[config.mk]
export PLATFORM = sky130hd
export DESIGN_NAME = controle_hs_flat
export DESIGN_NICKNAME = d
export VERILOG_FILES = /design/src/rtl/controle_hs_if.sv /design/src/rtl/controle_hs.sv /design/src/flat_wrapper.sv
export SDC_FILE = /design/constraint.sdc
export NUM_CORES = 1
export LEC_CHECK = 0
export BUFFER_PORTS_ARGS = -buffer_cell sky130_fd_sc_hd__buf_2
export CORE_MARGIN = 2
export CORE_UTILIZATION = 35
export DETAILED_ROUTE_END_ITERATION = 12
export HOLD_SLACK_MARGIN = 0.12
export PLACE_DENSITY = 0.53
export SYNTH_ARGS = -nofsm -noshare
export SYNTH_HDL_FRONTEND = slang
export SYNTH_SLANG_ARGS = --single-unit
export TNS_END_PERCENT = 1
[constraint.sdc]
create_clock -name ck -period 2.46 [get_ports ck]
set_input_delay 0.369 -clock ck [delete_from_list [all_inputs] [get_ports ck]]
set_output_delay 0.369 -clock ck [all_outputs]
set_load 0.02 [all_outputs]
[src/rtl/controle_hs_if.sv]
// Handshake and control bundle between the BOBC sequencer and its datapath.
// The sequencer takes the slave side; the datapath/test driver takes the master side.
interface controle_hs_if;
    logic       inicio;
    logic       pronto;
    logic       lx;
    logic [1:0] m0;
    logic [1:0] m1;
    logic [1:0] m2;
    logic       h;
    logic       lh;
    logic       ls;
    logic       inicia_op;
    logic       done;
    logic       ocupado;
    logic       erro;

    modport slave (
        input  inicio, pronto,
        output lx, m0, m1, m2, h, lh, ls, inicia_op, done, ocupado, erro
    );

    modport master (
        output inicio, pronto,
        input  lx, m0, m1, m2, h, lh, ls, inicia_op, done, ocupado, erro
    );
endinterface

[src/rtl/controle_hs.sv]
// Handshaked BOBC sequencer: three operator steps, each waiting on pronto with a timeout.
// Outputs are registered from the next-state decode, so they change only on clock edges.
//
// state | meaning
// IDLE  | waiting for inicio, all outputs low
// LOADX | load X register
// ISSUE | pulse inicia_op for current step, clear timeout counter
// WAIT  | hold selects until pronto or timeout
// WRH   | load H, advance step or go to FINAL
// FINAL | adder path selects only
// WRS   | load S
// DONE  | one-cycle completion pulse
// ERR   | operator timed out, hold until inicio drops
module controle_hs #(
    parameter int TW      = 4,
    parameter int TIMEOUT = 10
) (
    input logic          ck,
    input logic          rst,
    controle_hs_if.slave bus
);
    typedef enum logic [3:0] {
        IDLE, LOADX, ISSUE, WAIT, WRH, FINAL, WRS, DONE, ERR
    } state_t;

    typedef struct packed {
        logic       lx;
        logic [1:0] m0;
        logic [1:0] m1;
        logic [1:0] m2;
        logic       h;
        logic       lh;
        logic       ls;
        logic       inicia_op;
        logic       done;
        logic       ocupado;
        logic       erro;
    } outs_t;

    localparam logic [TW-1:0] TMO = TW'(TIMEOUT);

    state_t        st, st_n;
    logic [1:0]    passo, passo_n;
    logic [TW-1:0] cnt, cnt_n, cnt_inc;
    outs_t         outs, outs_n;

    // {m0, m1, m2, h}; index 3 is the final adder step
    function automatic logic [6:0] step_sel(input logic [1:0] p);
        case (p)
            2'd0:    return {2'b01, 2'b00, 2'b00, 1'b1};
            2'd1:    return {2'b10, 2'b00, 2'b11, 1'b0};
            2'd2:    return {2'b00, 2'b01, 2'b11, 1'b1};
            default: return {2'b11, 2'b00, 2'b11, 1'b0};
        endcase
    endfunction

    assign cnt_inc = cnt + TW'(1);

    always_comb begin
        st_n    = st;
        passo_n = passo;
        cnt_n   = cnt;
        case (st)
            IDLE:  if (bus.inicio) st_n = LOADX;
            LOADX: begin
                st_n    = ISSUE;
                passo_n = 2'd0;
            end
            ISSUE: begin
                st_n  = WAIT;
                cnt_n = '0;
            end
            WAIT: begin
                if (bus.pronto) begin
                    st_n = WRH;
                end else begin
                    cnt_n = cnt_inc;
                    if (cnt_inc == TMO) st_n = ERR;
                end
            end
            WRH: begin
                if (passo == 2'd2) begin
                    st_n = FINAL;
                end else begin
                    passo_n = passo + 2'd1;
                    st_n    = ISSUE;
                end
            end
            FINAL: st_n = WRS;
            WRS:   st_n = DONE;
            DONE: begin
                st_n    = IDLE;
                passo_n = 2'd0;
                cnt_n   = '0;
            end
            ERR: begin
                if (!bus.inicio) begin
                    st_n    = IDLE;
                    passo_n = 2'd0;
                    cnt_n   = '0;
                end
            end
            default: begin
                st_n    = IDLE;
                passo_n = 2'd0;
                cnt_n   = '0;
            end
        endcase
    end

    always_comb begin
        outs_n = '0;
        case (st_n)
            LOADX: outs_n.lx = 1'b1;
            ISSUE: begin
                {outs_n.m0, outs_n.m1, outs_n.m2, outs_n.h} = step_sel(passo_n);
                outs_n.inicia_op = 1'b1;
            end
            WAIT:  {outs_n.m0, outs_n.m1, outs_n.m2, outs_n.h} = step_sel(passo_n);
            WRH: begin
                {outs_n.m0, outs_n.m1, outs_n.m2, outs_n.h} = step_sel(passo_n);
                outs_n.lh = 1'b1;
            end
            FINAL: {outs_n.m0, outs_n.m1, outs_n.m2, outs_n.h} = step_sel(2'd3);
            WRS: begin
                {outs_n.m0, outs_n.m1, outs_n.m2, outs_n.h} = step_sel(2'd3);
                outs_n.ls = 1'b1;
            end
            DONE:  outs_n.done = 1'b1;
            ERR:   outs_n.erro = 1'b1;
            default: outs_n = '0;
        endcase
        outs_n.ocupado = (st_n != IDLE) && (st_n != ERR);
    end

    always_ff @(posedge ck) begin
        if (rst) begin
            st    <= IDLE;
            passo <= 2'd0;
            cnt   <= '0;
            outs  <= '0;
        end else begin
            st    <= st_n;
            passo <= passo_n;
            cnt   <= cnt_n;
            outs  <= outs_n;
        end
    end

    assign bus.lx        = outs.lx;
    assign bus.m0        = outs.m0;
    assign bus.m1        = outs.m1;
    assign bus.m2        = outs.m2;
    assign bus.h         = outs.h;
    assign bus.lh        = outs.lh;
    assign bus.ls        = outs.ls;
    assign bus.inicia_op = outs.inicia_op;
    assign bus.done      = outs.done;
    assign bus.ocupado   = outs.ocupado;
    assign bus.erro      = outs.erro;
endmodule

[src/flat_wrapper.sv]
// flat-port wrapper written by rule: the top's interface ports become plain ports
module controle_hs_flat 
#(
    parameter int TW      = 4,
    parameter int TIMEOUT = 10
)
  (ck, rst, bus_inicio, bus_pronto, bus_lx, bus_m0, bus_m1, bus_m2, bus_h, bus_lh, bus_ls, bus_inicia_op, bus_done, bus_ocupado, bus_erro);
  controle_hs_if bus_i ();
  input logic ck;
  input logic rst;
  input wire logic [$bits(bus_i.inicio)-1:0] bus_inicio;
  input wire logic [$bits(bus_i.pronto)-1:0] bus_pronto;
  output wire logic [$bits(bus_i.lx)-1:0] bus_lx;
  output wire logic [$bits(bus_i.m0)-1:0] bus_m0;
  output wire logic [$bits(bus_i.m1)-1:0] bus_m1;
  output wire logic [$bits(bus_i.m2)-1:0] bus_m2;
  output wire logic [$bits(bus_i.h)-1:0] bus_h;
  output wire logic [$bits(bus_i.lh)-1:0] bus_lh;
  output wire logic [$bits(bus_i.ls)-1:0] bus_ls;
  output wire logic [$bits(bus_i.inicia_op)-1:0] bus_inicia_op;
  output wire logic [$bits(bus_i.done)-1:0] bus_done;
  output wire logic [$bits(bus_i.ocupado)-1:0] bus_ocupado;
  output wire logic [$bits(bus_i.erro)-1:0] bus_erro;
  assign bus_i.inicio = bus_inicio;
  assign bus_i.pronto = bus_pronto;
  assign bus_lx = bus_i.lx;
  assign bus_m0 = bus_i.m0;
  assign bus_m1 = bus_i.m1;
  assign bus_m2 = bus_i.m2;
  assign bus_h = bus_i.h;
  assign bus_lh = bus_i.lh;
  assign bus_ls = bus_i.ls;
  assign bus_inicia_op = bus_i.inicia_op;
  assign bus_done = bus_i.done;
  assign bus_ocupado = bus_i.ocupado;
  assign bus_erro = bus_i.erro;
  controle_hs #(.TW(TW), .TIMEOUT(TIMEOUT)) u_core (.ck(ck), .rst(rst), .bus(bus_i));
endmodule
# Word-level counts from Yosys, hierarchy flattened
# Index checks and enable logic that the tools add are counted.
# op_classes
n_addsub	2
n_eq_ne	22
n_mux	20
bitwise_logic	1
reduce_logical	9
# op_table
cell	n
4-bit case mux with 8 select lines	1
4-bit by 3-bit equality test with 1-bit output (second input constant)	7
4-bit two-way mux	6
7-bit case mux with 3 select lines	1
4-bit by 2-bit equality test with 1-bit output (second input constant)	4
7-bit case mux with 2 select lines	1
4-bit equality test (second input constant)	3
4-bit case mux with 3 select lines	1
5-bit OR reduction	2
4-bit by 1-bit equality test with 1-bit output (second input constant)	2
1-bit two-way mux	6
2-bit case mux with 3 select lines	1
4-bit by 1-bit adder with 4-bit output (second input constant)	1
2-bit equality test (second input constant)	2
4-bit logical NOT	1
2-bit two-way mux	2
2-bit inequality test (second input constant)	2
4-bit inequality test (second input constant)	1
4-bit nonzero test	1
3-bit two-way mux	1
3-bit AND reduction	1
3-bit OR reduction	1
2-bit by 1-bit adder with 2-bit output (second input constant)	1
2-bit by 1-bit equality test with 1-bit output (second input constant)	1
4 further kinds	4
# word_totals
reg_bits	24
out_inout_bits	14
elab_cells	68

# Longest topological paths before layout
# Gate-level depths: netlist of the first run.
# depth
word_depth	8
ltp_mapped	7

# Worst setup path after synthesis of the first run
# No wires, ideal clock.
# synth_timing
path_kind	reg2reg
startpoint	reg u_core.st[1]
endpoint	reg u_core.outs, in the netlist u_core.bus.m0[0]
t_arrival_ns	1.746
required_time_ns	2.368
slack_ns	0.621
path_stages_with_launch	8
path_buffers	1
path_cell_list	dfxtp_1 buf_2 a21boi_0 o31a_1 o21ai_0 and2_1 ha_1 o32ai_1
# synth_via
elab_chain_cells	6
word_cells_on_any_way	27
classes_between	eq/ne (14); mux (8); reduce/logical (5)
# synth_rtl
item	line_no	text
from (decl)	controle_hs.sv:42	state_t st, st_n;
from (signal assigned)	controle_hs.sv:143	st <= st_n;
4-bit by 2-bit equality test with 1-bit output (tied with other cells)	controle_hs.sv:63	case (st)
5-bit OR reduction (no line) or 4-bit two-way mux (tied branches)	-	
2-bit case mux with 3 select lines or 4-bit case mux with 8 select lines (tied branches)	controle_hs.sv:63	
2-bit equality test (tied with other cells)	controle_hs.sv:49	case (p)
7-bit case mux with 3 select lines (tied with other cells)	controle_hs.sv:49	
7-bit case mux with 2 select lines *	controle_hs.sv:113	case (st_n)
to (signal assigned)	controle_hs.sv:146	outs <= outs_n;
to (decl)	controle_hs.sv:45	outs_t outs, outs_n;
# Every way passes the cells marked *; elsewhere a longest branch is shown, timed or not.
# A chain may end at the register's enable or synchronous reset.

# Worst setup path in the final report of the first run
# Ends and elaborated chain as after synthesis.

==> flow_metrics.tcl, run 1 <==
set metrics [dict create \
    avgRoutedWirePerCell_um 12.7 \
    ant_nets 0 \
    cts_resized 0 \
    synthToLayoutAreaGrowth_pct 9.25 \
    totalWireLength_um 2240 \
    first_iter_violations 17 \
    io_buffers 16 \
    die-height_um 61.3 \
    htree_levels 1 \
    synthTopCellsByArea "dfxtp_1, ha_1, a21oi_1" \
    layout-drive-gt1-share_pct 25.0 \
    yosysSeqAreaShare_pct 38.3 \
    fmax_ghz 0.463 \
    report.final.slew_viol_count 0 \
    grt_pass1_vias 802 \
    gp_congestion 0.700 \
    setup.worst_path.start_class "flop" \
    insertedDiodeCount 0 \
    grt_overflow 0 \
    drc 0 \
    setup_tns_ns 0 \
    cts_root_buf "clkbuf_4" \
    synthMuxAreaShare_pct 0.979 \
    ys.flop_type "dfxtp_1" \
    synth_edf_count 0 \
    place_hpwl_um 1640 \
    clk_latency_ns 0.30 \
    synth_top_family_by_area "simple AND/OR/NAND/NOR gates" \
    synth_fp_nets 131 \
    synth_fa_ha_area_share_pct 6.53 \
    post_dp_cell_area_mm2 0.00123 \
    avgSynthCellArea_um2 9.50 \
    track_usage_pct 13.4 \
    dr.pass1.iters 4 \
    die_x_um 61.3 \
    cp_max_fo 15 \
    setup_viol 0 \
    leakagePower_nw 0.499 \
    start_util_pct 37.4 \
    core_mm2 0.00308 \
    yosysUniqueCellTypes 50 \
    p_per_area_mw_per_mm2 681 \
    tritoncts_num_sinks 22 \
    finClkSkew_ns 0.00466 \
    synthesis.area_mm2 0.00115 \
    yosys.area_share.simple_pct 23.8 \
    yosysWarningCount 0 \
    ys_ff_latch 22 \
    rsz0062_at_grt "false" \
    synthCells 121 \
    grt_max_degree 16 \
    via_count 902 \
    nFillCells 331 \
    fin_crit_ns 2.16 \
    postCtsSetupBuffers 0 \
    antenna_found_initial 0 \
    yosys.area.top_type "dfxtp_1" \
    synth_xor_area_share_pct 1.52 \
    design_area_mm2 0.00126 \
    cts_tree "built" \
    synth_compound_area_share_pct 22.4 \
    period_share_pct 87.7 \
    rows 20 \
    clk_pin_slew_ns 0.12 \
    hold_viol 0 \
    maxCapViolations 0 \
    layout.nets 144 \
    endpoint_kind "flop" \
    worstPathArrival_ns 2.37 \
    async_flop_share_pct 0 \
    crit_required_ns 2.68 \
    hold_path_class "in -> reg" \
    ctsHoldBuffers 0 \
    status "finished clean" \
    via_per_inst 5.13 \
    netlist.area_leader.share_pct 38.3 \
    relSlewSlack_pct 60.8 \
    ctsLongestPathBuffers 2 \
    worstMarginPinSlew_ns 0.579 \
    numCtsBuffers 3 \
    final_util_pct 40.8 \
    die-area_mm2 0.00376 \
    ir_worst_vdd_mv 0.212 \
    grt_pass1_wl_um 3750 \
    ioPinCount 18 \
    crit_type "reg -> reg" \
]
## synthesized netlist by cell type, types with 2 or more instances
| cell | number |
|---|---|
| inv_1 | 5 |
| o31a_1 | 2 |
| clkbuf_1 | 2 |
| a21boi_0 | 2 |
| nand2b_1 | 2 |
| and3_1 | 2 |
| or4_1 | 2 |
| or4_4 | 2 |
| nand3b_1 | 2 |
| nor2_1 | 11 |
| dfxtp_1 | 22 |
| nor2b_1 | 2 |
| and3b_1 | 2 |
| buf_4 | 3 |
| o32ai_1 | 3 |
| o21ba_2 | 2 |
| nor3b_1 | 3 |
| o21ai_0 | 2 |
| ha_1 | 6 |
| nand2_1 | 2 |
| nand3_1 | 2 |
| o31ai_1 | 2 |
| buf_2 | 2 |
| a21oi_1 | 9 |
| o21ai_2 | 2 |
## per-stage QoR
step	setup WS (ns)	std cells	hold WS [ns]	power (W)
after floorplan	0.621	121	0.473	0.000646
after global placement	0.400	173	0.510	0.000696
after detailed placement	0.323	173	0.526	0.000701
after CTS	0.306	176	0.334	0.000862
after global routing	0.133	176	0.335	0.000911
final	0.302	176	0.338	0.000856
## critical path: stages, from the launching register on
cell	delay, ns
dfxtp_1	0.63
and3b_1	0.23
o31a_1	0.27
o21ai_0	0.28
and2_1	0.18
ha_1	0.22
o32ai_1	0.26
## routing by layer
metal	routed length [µm]	GRT usage, %	up-vias
met5	0	0	-
met4	20	5.59	0
met3	76	2.52	2
met2	949	19.5	13
met1	1200	19.4	421
li1	-	-	466
## where the power goes
part           leakage (nW)  internal, W  switching (W)  total (W)
clock                0.0138    0.0000571       0.000106   0.000163
combinational         0.305     0.000109       0.000152   0.000260
sequential            0.179     0.000393      0.0000386   0.000432
## worst paths after layout
kind	start	end	slack, ns	cells after the start
max	u_core.st[1]$_SDFF_PP0_	u_core.bus.m0[0]$_SDFF_PP0_	0.30	6
min	bus_pronto	u_core.bus.lh$_SDFF_PP0_	0.34	2
max reg2reg	u_core.st[1]$_SDFF_PP0_	u_core.bus.m0[0]$_SDFF_PP0_	0.30	6
min reg2reg	u_core.cnt[3]$_SDFFE_PP0P_	u_core.cnt[3]$_SDFFE_PP0P_	0.55	1
## cells by family (layout without fill, tap and decap cells)
kind of cell	count (synthesis)	after routing
simple gates	42	42
compound gates	34	34
flops	22	22
buf+inv	13	24
fa+ha+maj	6	6
xor+xnor	2	2
other cells	1	1
mux	1	1
## area by class of cell
type	instances	area (µm²)	area share, %
well taps	44	55.1	4.38
multi-input cells	86	639	50.9
clock buffers	3	22.5	1.79
inverters	5	18.8	1.49
repair buffers	16	80.1	6.37
flip-flops and latches	22	440	35.1
## registers in the layout (all words and copies together) (netlist names)
| name | cells |
|---|---|
| u_core.cnt | 4 |
| u_core.bus.ocupado | 1 |
| u_core.st | 4 |
| u_core.bus.lh | 1 |
| u_core.bus.inicia_op | 1 |
| u_core.bus.erro | 1 |
| u_core.passo | 2 |
| u_core.bus.ls | 1 |
| u_core.bus.m1 | 1 |
| u_core.bus.m2 | 1 |
| u_core.bus.done | 1 |
| u_core.bus.h | 1 |
| u_core.bus.m0 | 2 |
| u_core.bus.lx | 1 |
## cells in the final DEF, fill, tap and decap left out, types with 3 or more instances in the layout
| cell type | n |
|---|---|
| ha_1 | 6 |
| o32ai_1 | 3 |
| nor2_1 | 11 |
| buf_2 | 16 |
| a21oi_1 | 9 |
| clkbuf_4 | 3 |
| nor3b_1 | 3 |
| dfxtp_1 | 22 |
| inv_1 | 5 |
Power figures use the tool's default switching activity.
==> inputs of run 2 (changes only) <==
--- a/config.mk
+++ b/config.mk
@@ -7,10 +7,10 @@
 export LEC_CHECK = 0
 export BUFFER_PORTS_ARGS = -buffer_cell sky130_fd_sc_hd__buf_2
 export CORE_MARGIN = 2
-export CORE_UTILIZATION = 35
+export CORE_UTILIZATION = 31
 export DETAILED_ROUTE_END_ITERATION = 12
 export HOLD_SLACK_MARGIN = 0.12
-export PLACE_DENSITY = 0.53
+export PLACE_DENSITY = 0.48
 export SYNTH_ARGS = -nofsm -noshare
 export SYNTH_HDL_FRONTEND = slang
 export SYNTH_SLANG_ARGS = --single-unit
==> run 2 against run 1 <==
Against the previous run:
- sequential power shrank 3%
- wire length grew 6.2%
- final cell count grew 4.0%
- register-to-register slack gained 0.12 ns
- critical path depth is the same
- maximum frequency grew 6.0%
- clock power grew 100%
- sequential share of layout area shrank 1.8 points
- flip-flop and latch count is the same
- largest cell class unchanged
==> flow_metrics.tcl, run 2 (synthesis results as in run 1) <==
set metrics [dict create \
    status "finished clean" \
    post_dp_cell_area_mm2 0.00125 \
    relSlewSlack_pct 63.2 \
    via_per_inst 5.02 \
    clk_latency_ns 0.26 \
    layout_commonest_cell "dfxtp_1" \
    grt_pass1_vias 950 \
    layout.nets 146 \
    cts_resized 0 \
    ir_worst_vdd_mv 0.306 \
    critPathMaxStageDelay_ns 0.57 \
    leakagePower_nw 0.531 \
    cpMaxStageDelayCell "dfxtp_1" \
    postCtsSetupBuffers 0 \
    design_area_mm2 0.00133 \
    setup_tns_ns 0 \
    place_hpwl_um 1800 \
    cts_tree "built" \
    ant_nets 0 \
    numCtsBuffers 3 \
    finClkSkew_ns 0.00148 \
    insertedDiodeCount 0 \
    reg2reg_from "u_core.st[2]$_SDFF_PP0_" \
    grt_overflow 0 \
    worstPathArrival_ns 2.21 \
    track_usage_pct 12.9 \
    clk_pin_slew_ns 0.08 \
    antenna_found_initial 0 \
    start_util_pct 31.9 \
    total_power_w 0.00103 \
    largest_registers "u_core.cnt: 4 flops, u_core.st: 4 flops" \
    rows 22 \
    grt_max_degree 16 \
    die_x_um 64.9 \
    p_per_area_mw_per_mm2 779 \
    ctsLongestPathBuffers 2 \
    htree_levels 1 \
    cts_root_buf "clkbuf_8" \
    endpoint_kind "flop" \
    fin_crit_ns 2.04 \
    first_iter_violations 50 \
    core_mm2 0.00361 \
    die-area_mm2 0.00421 \
    drc 0 \
    synthToLayoutAreaGrowth_pct 15.2 \
    hold_path_class "in -> reg" \
    nFillCells 379 \
    report.final.slew_viol_count 0 \
    worstHoldPathCells 2 \
    worstHoldStart "bus_pronto" \
    setup.worst_path.start_class "flop" \
    avgRoutedWirePerCell_um 13.0 \
    setup_viol 0 \
    min_to "u_core.bus.lh$_SDFF_PP0_" \
    cp_max_fo 14 \
    die-height_um 64.9 \
    rsz0062_at_grt "false" \
    totalWireLength_um 2380 \
    reg2reg_depth 6 \
    layout-drive-gt1-share_pct 26.7 \
    tritoncts_num_sinks 22 \
    final_cell_mix "dfxtp_1, buf_2, nor2_1, a21oi_1, ha_1" \
    ctsHoldBuffers 0 \
    worstPathCellList "a21boi_0, o31a_1, o21ai_0, and2_1, ha_1, o32ai_1" \
    timing.rr.end "u_core.bus.m0[0]$_SDFF_PP0_" \
    maxCapViolations 0 \
    io_buffers 16 \
    via_count 918 \
    period_share_pct 82.7 \
    worstMarginPinSlew_ns 0.545 \
    grt_pass1_wl_um 4240 \
    crit_required_ns 2.64 \
    hold_viol 0 \
    dr.pass1.iters 5 \
    r2r_setup_slack_ns 0.42 \
    gp_congestion 0.743 \
    fmax_ghz 0.491 \
    crit_type "reg -> reg" \
    ioPinCount 18 \
]
[run 2: area by class of cell]
cell class              count  area [µm²]  area share (%)
clock buffers               3        41.3            3.12
repair buffers             18        95.1            7.18
flip-flops and latches     22         440            33.2
inverters                   5        18.8            1.42
multi-input cells          86         639            48.3
clock inverters             1        30.0            2.27
well taps                  48        60.1            4.53
[run 2: worst max path at each step]
stage	slack, ns	from	endpoint
4_1_cts	0.42	u_core.st[2]$_SDFF_PP0_	u_core.bus.m0[0]$_SDFF_PP0_
5_1_grt	0.23	u_core.st[2]$_SDFF_PP0_	u_core.bus.m0[0]$_SDFF_PP0_
3_3_place_gp	0.46	u_core.st[2]$_SDFF_PP0_	u_core.bus.m0[0]$_SDFF_PP0_
6_report	0.42	u_core.st[2]$_SDFF_PP0_	u_core.bus.m0[0]$_SDFF_PP0_
2_1_floorplan	0.62	u_core.st[1]$_SDFF_PP0_	u_core.bus.m0[0]$_SDFF_PP0_
3_5_place_dp	0.43	u_core.st[2]$_SDFF_PP0_	u_core.bus.m0[0]$_SDFF_PP0_
[run 2: stage by stage]
step / utilization (%) / setup slack [ns] / hold slack, ns / instances
2_1_floorplan: - / 0.621 / 0.473 / 121
3_3_place_gp: 34.8 / 0.464 / 0.512 / 179
3_5_place_dp: 34.8 / 0.430 / 0.520 / 179
4_1_cts: 36.7 / 0.418 / 0.405 / 183
5_1_grt: 36.7 / 0.227 / 0.413 / 183
6_report: 36.7 / 0.425 / 0.409 / 183
[run 2: power by group]
group	internal, W	switching [W]	total (W)
Combinational	0.000116	0.000166	0.000282
Sequential	0.000393	0.0000244	0.000418
Clock	0.000217	0.000115	0.000332
[run 2: worst max-delay path: cells and delay by family, from the launching register on]
kind	cells	cell delay, ns
AO/OA/AOI/OAI	4	0.98
flip-flops	1	0.57
adder cells (fa/ha/maj)	1	0.22
AND/OR/NAND/NOR	1	0.18
[run 2: per-layer routing]
metal	vias up	global-route usage (%)	part of all wire, %
li1	467	-	-
met1	428	15.1	44
met2	21	23.3	50
met3	2	3.65	4.7
met4	0	2.39	0.55
met5	-	0	0
==> inputs of run 3 (changes only) <==
==> constraint.sdc (replaced) <==
create_clock -name ck -period 2 [get_ports ck]
set_input_delay 0.3 -clock ck [delete_from_list [all_inputs] [get_ports ck]]
set_output_delay 0.3 -clock ck [all_outputs]
set_load 0.02 [all_outputs]
==> run 3 against run 2 <==
Against the previous run:
- die area unchanged
- sequential share of layout area decreased by 0.89 points
- flip-flop and latch count unchanged
- wire length increased by 2.9%
- hold slack got worse by 0.082 ns
- register-to-register slack got worse by 0.28 ns
- worst setup slack got worse by 0.28 ns
- clock power increased by 24%
- maximum frequency increased by 9.7%
- clock skew increased by 0.0032 ns
- highest routed layer unchanged
==> flow_metrics.tcl, run 3 (synthesis results as in run 1) <==
set metrics [dict create \
    total_power_w 0.00129 \
    drc 0 \
    dr.pass1.iters 4 \
    critPathMaxStageDelay_ns 0.45 \
    ioPinCount 18 \
    cp_max_fo 5 \
    grt_overflow 0 \
    totalWireLength_um 2450 \
    synthToLayoutAreaGrowth_pct 18.4 \
    grt_pass1_wl_um 4060 \
    fmax_ghz 0.539 \
    relSlewSlack_pct 65.8 \
    design_area_mm2 0.00136 \
    p_per_area_mw_per_mm2 948 \
    worstPathArrival_ns 2.02 \
    layout_commonest_cell "dfxtp_1" \
    core_mm2 0.00361 \
    dp.cells 183 \
    reg2reg_depth 6 \
    io_buffers 16 \
    gp_congestion 0.802 \
    path_buf_inv 1 \
    clk_latency_ns 0.26 \
    ctsLongestPathBuffers 2 \
    finalNonFillerCells 187 \
    hold_viol 0 \
    start_util_pct 31.9 \
    cts_tree "built" \
    clk_pin_slew_ns 0.08 \
    worstPathCellList "inv_1, ha_1, and2b_1, o31ai_1, or4_4, o32ai_1" \
    largest_registers "u_core.cnt: 4 flops, u_core.st: 4 flops" \
    numCtsBuffers 3 \
    layout.nets 150 \
    hold-worst-slack_ns 0.327 \
    finClkSkew_ns 0.00468 \
    maxCapViolations 0 \
    crit_type "reg -> reg" \
    fin_crit_ns 1.86 \
    rows 22 \
    post_dp_cell_area_mm2 0.00128 \
    postCtsSetupBuffers 0 \
    rsz0062_at_grt "false" \
    htree_levels 1 \
    via_per_inst 5.03 \
    grt_pass1_vias 887 \
    leakagePower_nw 0.553 \
    nFillCells 369 \
    setup.worst_path.start_class "flop" \
    cpLargestDelayFamily "simple AND/OR/NAND/NOR gates" \
    ir_worst_vdd_mv 0.462 \
    worstMarginPinSlew_ns 0.510 \
    via_count 941 \
    die_x_um 64.9 \
    setup_tns_ns 0 \
    status "finished clean" \
    insertedDiodeCount 0 \
    endpoint_kind "flop" \
    ctsHoldBuffers 0 \
    ant_nets 0 \
    die-height_um 64.9 \
    track_usage_pct 12.4 \
    worstHoldPathCells 2 \
    antenna_found_initial 0 \
    setup_viol 0 \
    period_share_pct 92.8 \
    place_hpwl_um 1850 \
    avgRoutedWirePerCell_um 13.1 \
    hold_path_class "in -> reg" \
    crit_required_ns 2.16 \
    crit_cells 6 \
    cpMaxStageDelayCell "or4_4" \
    final_cell_mix "dfxtp_1, buf_2, nor2_1, a21oi_1" \
    report.final.slew_viol_count 0 \
    first_iter_violations 23 \
    die-area_mm2 0.00421 \
    grt_max_degree 16 \
    layout-drive-gt1-share_pct 29.5 \
    cts_root_buf "clkbuf_8" \
    tritoncts_num_sinks 22 \
]
run 3: cell types whose count changed in the layout (fill, tap and decap cells not counted):
cell     change
nor4b_1      -1
buf_4        +4
nor4b_2      +1
o21ai_1      +1
o21ai_0      -1
run 3: layout make-up:
cell class / instances / area (µm²) / share of cell area, %
clock buffer: 3 / 41.3 / 3.03
clock inverter: 1 / 30.0 / 2.21
inverter: 5 / 18.8 / 1.38
multi-input combinational: 86 / 646 / 47.4
sequential: 22 / 440 / 32.4
tap: 48 / 60.1 / 4.41
timing repair buffer: 22 / 125 / 9.19
run 3: repair_timing:
item,4_1_cts,5_1_grt
endpoints found under the setup margin,0,2
hold endpoints to repair,0,0
gates resized for setup,0,2
run 3: per-layer routing:
| metal | routed length (µm) | vias up | GRT usage [%] | part of all wire (%) |
|---|---|---|---|---|
| met3 | 97 | 2 | 3.99 | 4.0 |
| met5 | 0 | - | 0 | 0 |
| li1 | - | 476 | - | - |
| met4 | 13 | 0 | 1.60 | 0.53 |
| met1 | 1160 | 449 | 14.6 | 47 |
| met2 | 1180 | 14 | 22.2 | 48 |
run 3: power by group:
part / switching, W / internal (W) / total (W)
logic: 0.000215 / 0.000154 / 0.000369
registers: 0.0000261 / 0.000484 / 0.000510
clock network: 0.000144 / 0.000267 / 0.000411
run 3: final timing paths:
kind	from	to	slack, ns
max	u_core.passo[0]$_SDFF_PP0_	u_core.bus.m2[0]$_SDFF_PP0_	0.14
min	bus_pronto	u_core.bus.lh$_SDFF_PP0_	0.33
max reg2reg	u_core.passo[0]$_SDFF_PP0_	u_core.bus.m2[0]$_SDFF_PP0_	0.14
min reg2reg	u_core.cnt[3]$_SDFFE_PP0P_	u_core.cnt[3]$_SDFFE_PP0P_	0.51
run 3: metrics by stage:
stage,setup WS (ns),util [%]
6_report,0.145,37.8
4_1_cts,0.141,37.6
2_1_floorplan,0.161,-
5_1_grt,0.0355,37.8
3_3_place_gp,0.154,35.6
3_5_place_dp,0.159,35.6
